### src/rtl/bin_to_bcd_serial_pkg.sv
// Shared definitions for the serial binary-to-BCD converter.
//   state_e       : FSM encoding (IDLE -> SHIFT -> FINISH)
//   BCD_MAX_DIGIT : largest legal decimal digit, used to build the saturated result
//   ADJ_THRESH    : a digit at or above this value gets corrected before a shift
//   ADJ_ADD       : the double-dabble correction amount
//   pow10_m1()    : 10^digits - 1, the largest value representable in 'digits' BCD digits
package bin_to_bcd_serial_pkg;

  typedef enum logic [1:0] {
    ST_IDLE   = 2'd0,
    ST_SHIFT  = 2'd1,
    ST_FINISH = 2'd2
  } state_e;

  localparam logic [3:0] BCD_MAX_DIGIT = 4'd9;
  localparam logic [3:0] ADJ_THRESH    = 4'd5;
  localparam logic [3:0] ADJ_ADD       = 4'd3;

  function automatic logic [63:0] pow10_m1(input int digits);
    logic [63:0] p;
    p = 64'd1;
    for (int i = 0; i < digits; i++) p = p * 64'd10;
    return p - 64'd1;
  endfunction

endpackage

### src/rtl/bin_to_bcd_serial_adjust.sv
// bcd_digit_adjust: combinational double-dabble correction for one BCD digit.
//   digit_i : 4-bit digit before the shift
//   digit_o : digit_i + 3 when digit_i >= 5, else digit_i unchanged
module bcd_digit_adjust
  import bin_to_bcd_serial_pkg::*;
(
  input  logic [3:0] digit_i,
  output logic [3:0] digit_o
);

  // A digit >= 5 would become >= 10 after doubling; +3 makes the carry land
  // in the next digit instead.
  assign digit_o = (digit_i >= ADJ_THRESH) ? digit_i + ADJ_ADD : digit_i;

endmodule

### src/rtl/bin_to_bcd_serial.sv
// bin_to_bcd_serial: iterative double-dabble converter, one adjust+shift per clock.
//   clk       : system clock, rising edge
//   reset     : asynchronous active-low reset
//   start     : request conversion of bin_in (only honoured in IDLE)
//   bin_in    : unsigned binary value
//   busy      : high from the capture edge until the result is written
//   done      : one-cycle pulse after bcd_value/overflow are updated
//   overflow  : captured value exceeded 10^DIGITS-1 (result saturated to all 9s)
//   bcd_value : packed BCD result, digit 0 in [3:0]; holds until next completion
module bin_to_bcd_serial
  import bin_to_bcd_serial_pkg::*;
#(
  parameter int BIN_W  = 14,
  parameter int DIGITS = 4
) (
  input  logic                  clk,
  input  logic                  reset,
  input  logic                  start,
  input  logic [BIN_W-1:0]      bin_in,
  output logic                  busy,
  output logic                  done,
  output logic                  overflow,
  output logic [4*DIGITS-1:0]   bcd_value
);

  localparam int          BCD_W   = 4 * DIGITS;
  localparam int          CNT_W   = $clog2(BIN_W + 1);
  localparam logic [63:0] SAT_LIM = pow10_m1(DIGITS);

  // The input must be wide enough to need the top digit, and must fit the
  // 64-bit arithmetic used for the saturation compare.
  if (BIN_W < 4 || BIN_W > 63 || DIGITS < 1 || DIGITS > 18 ||
      (((64'd1 << BIN_W) - 64'd1) < pow10_m1(DIGITS - 1) + 64'd1)) begin : g_param_check
    $error("bin_to_bcd_serial: unsupported BIN_W/DIGITS combination");
  end

  state_e             state_q, state_d;
  logic [BIN_W-1:0]   bin_q,   bin_d;
  logic [BCD_W-1:0]   scr_q,   scr_d;
  logic [CNT_W-1:0]   cnt_q,   cnt_d;
  logic               sat_q,   sat_d;
  logic               busy_q,  busy_d;
  logic               done_q,  done_d;
  logic               ovf_q,   ovf_d;
  logic [BCD_W-1:0]   bcd_q,   bcd_d;
  logic [BCD_W-1:0]   scr_adj;

  for (genvar g = 0; g < DIGITS; g++) begin : g_adj
    bcd_digit_adjust u_adj (
      .digit_i (scr_q[4*g +: 4]),
      .digit_o (scr_adj[4*g +: 4])
    );
  end

  always_comb begin
    state_d = state_q;
    bin_d   = bin_q;
    scr_d   = scr_q;
    cnt_d   = cnt_q;
    sat_d   = sat_q;
    busy_d  = busy_q;
    done_d  = 1'b0;
    ovf_d   = ovf_q;
    bcd_d   = bcd_q;
    case (state_q)
      ST_IDLE: begin
        if (start) begin
          bin_d   = bin_in;
          scr_d   = '0;
          cnt_d   = CNT_W'(BIN_W);
          sat_d   = (64'(bin_in) > SAT_LIM);
          busy_d  = 1'b1;
          state_d = ST_SHIFT;
        end
      end
      ST_SHIFT: begin
        // Adjust first, then shift the next binary MSB into digit 0.
        {scr_d, bin_d} = {scr_adj, bin_q} << 1;
        cnt_d = cnt_q - CNT_W'(1);
        if (cnt_q == CNT_W'(1)) state_d = ST_FINISH;
      end
      ST_FINISH: begin
        // Scratch is meaningless when saturated (top digits were lost), so
        // substitute the largest representable value.
        bcd_d   = sat_q ? {DIGITS{BCD_MAX_DIGIT}} : scr_q;
        ovf_d   = sat_q;
        done_d  = 1'b1;
        busy_d  = 1'b0;
        state_d = ST_IDLE;
      end
      default: begin
        busy_d  = 1'b0;
        state_d = ST_IDLE;
      end
    endcase
  end

  always_ff @(posedge clk or negedge reset) begin
    if (!reset) begin
      state_q <= ST_IDLE;
      bin_q   <= '0;
      scr_q   <= '0;
      cnt_q   <= '0;
      sat_q   <= 1'b0;
      busy_q  <= 1'b0;
      done_q  <= 1'b0;
      ovf_q   <= 1'b0;
      bcd_q   <= '0;
    end else begin
      state_q <= state_d;
      bin_q   <= bin_d;
      scr_q   <= scr_d;
      cnt_q   <= cnt_d;
      sat_q   <= sat_d;
      busy_q  <= busy_d;
      done_q  <= done_d;
      ovf_q   <= ovf_d;
      bcd_q   <= bcd_d;
    end
  end

  assign busy      = busy_q;
  assign done      = done_q;
  assign overflow  = ovf_q;
  assign bcd_value = bcd_q;

endmodule

### config.mk
export PLATFORM = sky130hd
export DESIGN_NAME = bin_to_bcd_serial
export DESIGN_NICKNAME = d
export VERILOG_FILES = /design/src/rtl/bin_to_bcd_serial_pkg.sv /design/src/rtl/bin_to_bcd_serial_adjust.sv /design/src/rtl/bin_to_bcd_serial.sv
export SDC_FILE = /design/constraint.sdc
export NUM_CORES = 1
export LEC_CHECK = 0
export BUFFER_PORTS_ARGS = -buffer_cell sky130_fd_sc_hd__buf_4
export CAP_MARGIN = 0
export CORE_ASPECT_RATIO = 1.1
export CORE_UTILIZATION = 57
export DETAILED_ROUTE_END_ITERATION = 12
export MAX_ROUTING_LAYER = met4
export PLACE_DENSITY_LB_ADDON = 0.08
export RECOVER_POWER = 100
export SYNTH_ARGS = -nofsm -noshare
export SYNTH_HDL_FRONTEND = slang
export SYNTH_HIERARCHICAL = 1
export SYNTH_SLANG_ARGS = --single-unit
### constraint.sdc
create_clock -name clk -period 1.8 [get_ports clk]
set_input_delay 0.36 -clock clk [delete_from_list [all_inputs] [get_ports clk]]
set_output_delay 0.36 -clock clk [all_outputs]
set_load 0.1 [all_outputs]
==> metrics.yaml <==
timing:
  fin_crit_sh_pct: 85.5
  slew_headroom_pct: 10.3
  rsz0062_at_grt: "false"
  worst_pin_slew_ps: 1350
  period_minus_slack_ps: 1540
  hold_viol_final: 0
  slew_viol_final: 0
  skew_ps: 5.53
  setup_slack_ps: 261
  timing.fmax_mhz: 650
  tns_ps: 0
  report.final.setup_viol: 0
route:
  via_per_inst: 5.22
  postRouteAntennaNets: 0
  drt_first_pass_iters: 4
  vias: 2041
  drtIter0Drc: 169
  drc_errors: 0
  drt_wl_total_um: 4940
  wl_per_cell_um: 12.6
yosys:
  postSynthAreaPerCell_sq_um: 9.21
  ys_warn_count: 6
  netlist_area_sq_um: 2770
  synthCells: 301
  syn-num-nets: 328
critical_path:
  required_ps: 2040
  path_delay_family: "flip-flops"
  worstPathCellList: "inv_1, ha_1, nand2b_1, a21oi_1, mux2i_1, nand2_1, o21ai_1"
  setup.worst_path.end_class: "flip-flop"
  arrival_ps: 1780
  path_class: "reg -> reg"
  slowest_stage: "dfrtp_1"
  cp-start-kind: "flip-flop"
  worst-path-buf-inv: 1
  max_stage_delay_ps: 400
  crit_path_max_fanout: 4
outcome:
  outcome: "complete, no violations"
clock_tree:
  htreeDepth: 2
  worstSkewPairLatency_ps: 300
  cts.repair.resized: 0
  cts.clk_slew.worst_paths_ps: 90
  cts_inserted_buffers: 5
  cts_tree: "built"
  cts_sinks: 56
  cts_root_buf: "clkbuf_8"
  cts_buffer_depth: 2
  cts_setup_buffers: 0
  cts_hold_buffers: 0
floorplan:
  io_pins: 36
  fp.dieH_um: 75.2
  initial_core_util_pct: 59.6
  coreArea_sq_um: 4650
  dieWidth_um: 68.5
  dieArea_sq_um: 5150
  rows: 26
cells_and_area:
  nets: 362
  diodes: 0
  layout-drive-gt1-share_pct: 16.1
  fin_cells: 391
  finalInstanceArea_sq_um: 3050
  area_delta_synth_final_pct: 10.1
global_routing:
  grt_pass1_vias: 1946
  grt_max_degree: 57
  antenna_found_initial: 0
  grt_util_all_layers_pct: 21.9
  grt_pass1_wl_um: 8140
  overflow: 0
placed_design:
  placed_cell_area_sq_um: 3060
  place_congestion: 0.799
  post-dp-hpwl_um: 3440
  detailedPlace.worstSlack_ps: 325
  place_inst: 384
  port_buffers: 35
pwr:
  power.density_nw_per_um2: 1900
  p_leak_uw: 0.00152
  irDropWorstVdd_v: 0.00104
worst_hold_path:
  holdCritPathClass: "in -> reg"
run:
  drv_cap: 0
[worst register-to-register path, stage by stage (launching register included)]
cell,delay (ps)
dfrtp_1,400
inv_1,90
ha_1,190
nand2b_1,160
a21oi_1,260
mux2i_1,240
nand2_1,70
o21ai_1,70
[state kept, by name, indices dropped and copies added, names as in the netlist]
signal,count
overflow,1
sat_q,1
scr_q,16
bcd_value,16
done,1
cnt_q,4
bin_q,14
busy,1
state_q,2
[layout make-up]
type / instances / area [sq um]
inverters: 12 / 45.0
well taps: 56 / 70.1
fillers: 414 / 1600
clock inverters: 1 / 5.00
multi-input cells: 217 / 1180
flip-flops and latches: 56 / 1400
clock buffers: 6 / 72.6
repair buffers: 43 / 277
[metrics by stage]
stage | utilization, % | hold WS [ps] | total power [uW]
floorplan | - | 64.4 | 4710
global placement | 65.7 | 455 | 5250
detailed placement | 65.7 | 454 | 5370
CTS | 67.3 | 113 | 6020
global route | 65.6 | 253 | 6280
finish | 65.6 | 267 | 5790
[power by group]
group          total (uW)  leakage [uW]  switching (uW)  internal (uW)
sequential           2200      0.000720             458           1750
combinational        2940      0.000760            2030            910
clock                 646     0.0000410             380            266
total                5790       0.00152            2870           2920
[routing by layer]
metal	up-vias	GRT usage (%)	wire length, um
met2	47	35.4	2280
met3	9	4.24	189
met1	936	26.9	2400
met5	-	-	0
li1	1049	-	-
met4	0	8.33	68
[final timing paths]
path                       cells after the start           end          from  slack [ps]
max                                            7      scr_q[6]      scr_q[5]         260
min                                            3      bin_q[2]     bin_in[2]         270
max reg2reg                                    7      scr_q[6]      scr_q[5]         260
min reg2reg                                    2  bcd_value[9]  bcd_value[9]         480
max in group asynchronous                      1         sat_q         reset         650
min in group asynchronous                      1  bcd_value[9]         reset         350
[cells in the final DEF (no fill, tap or decap)]
cell type,instances
a22oi_2,3
nor4_1,1
a221o_1,1
mux2i_1,4
nor2b_1,1
buf_4,19
clkbuf_2,22
dfrtp_1,56
nand2b_1,17
o21bai_2,1
a31oi_1,2
nor3b_1,1
a21oi_1,4
clkbuf_8,5
clkinv_2,1
and2_1,1
mux2_2,1
nand2_1,91
a211oi_1,2
nor3b_4,1
a22oi_1,9
nor2_1,14
a22o_1,1
buf_12,1
clkbuf_1,2
ha_1,10
and2_0,1
xnor2_1,4
nand3_1,1
o21ai_1,10
nor3_1,1
inv_1,12
o21ai_0,35
No activity file was read; power rests on OpenSTA's default activity.
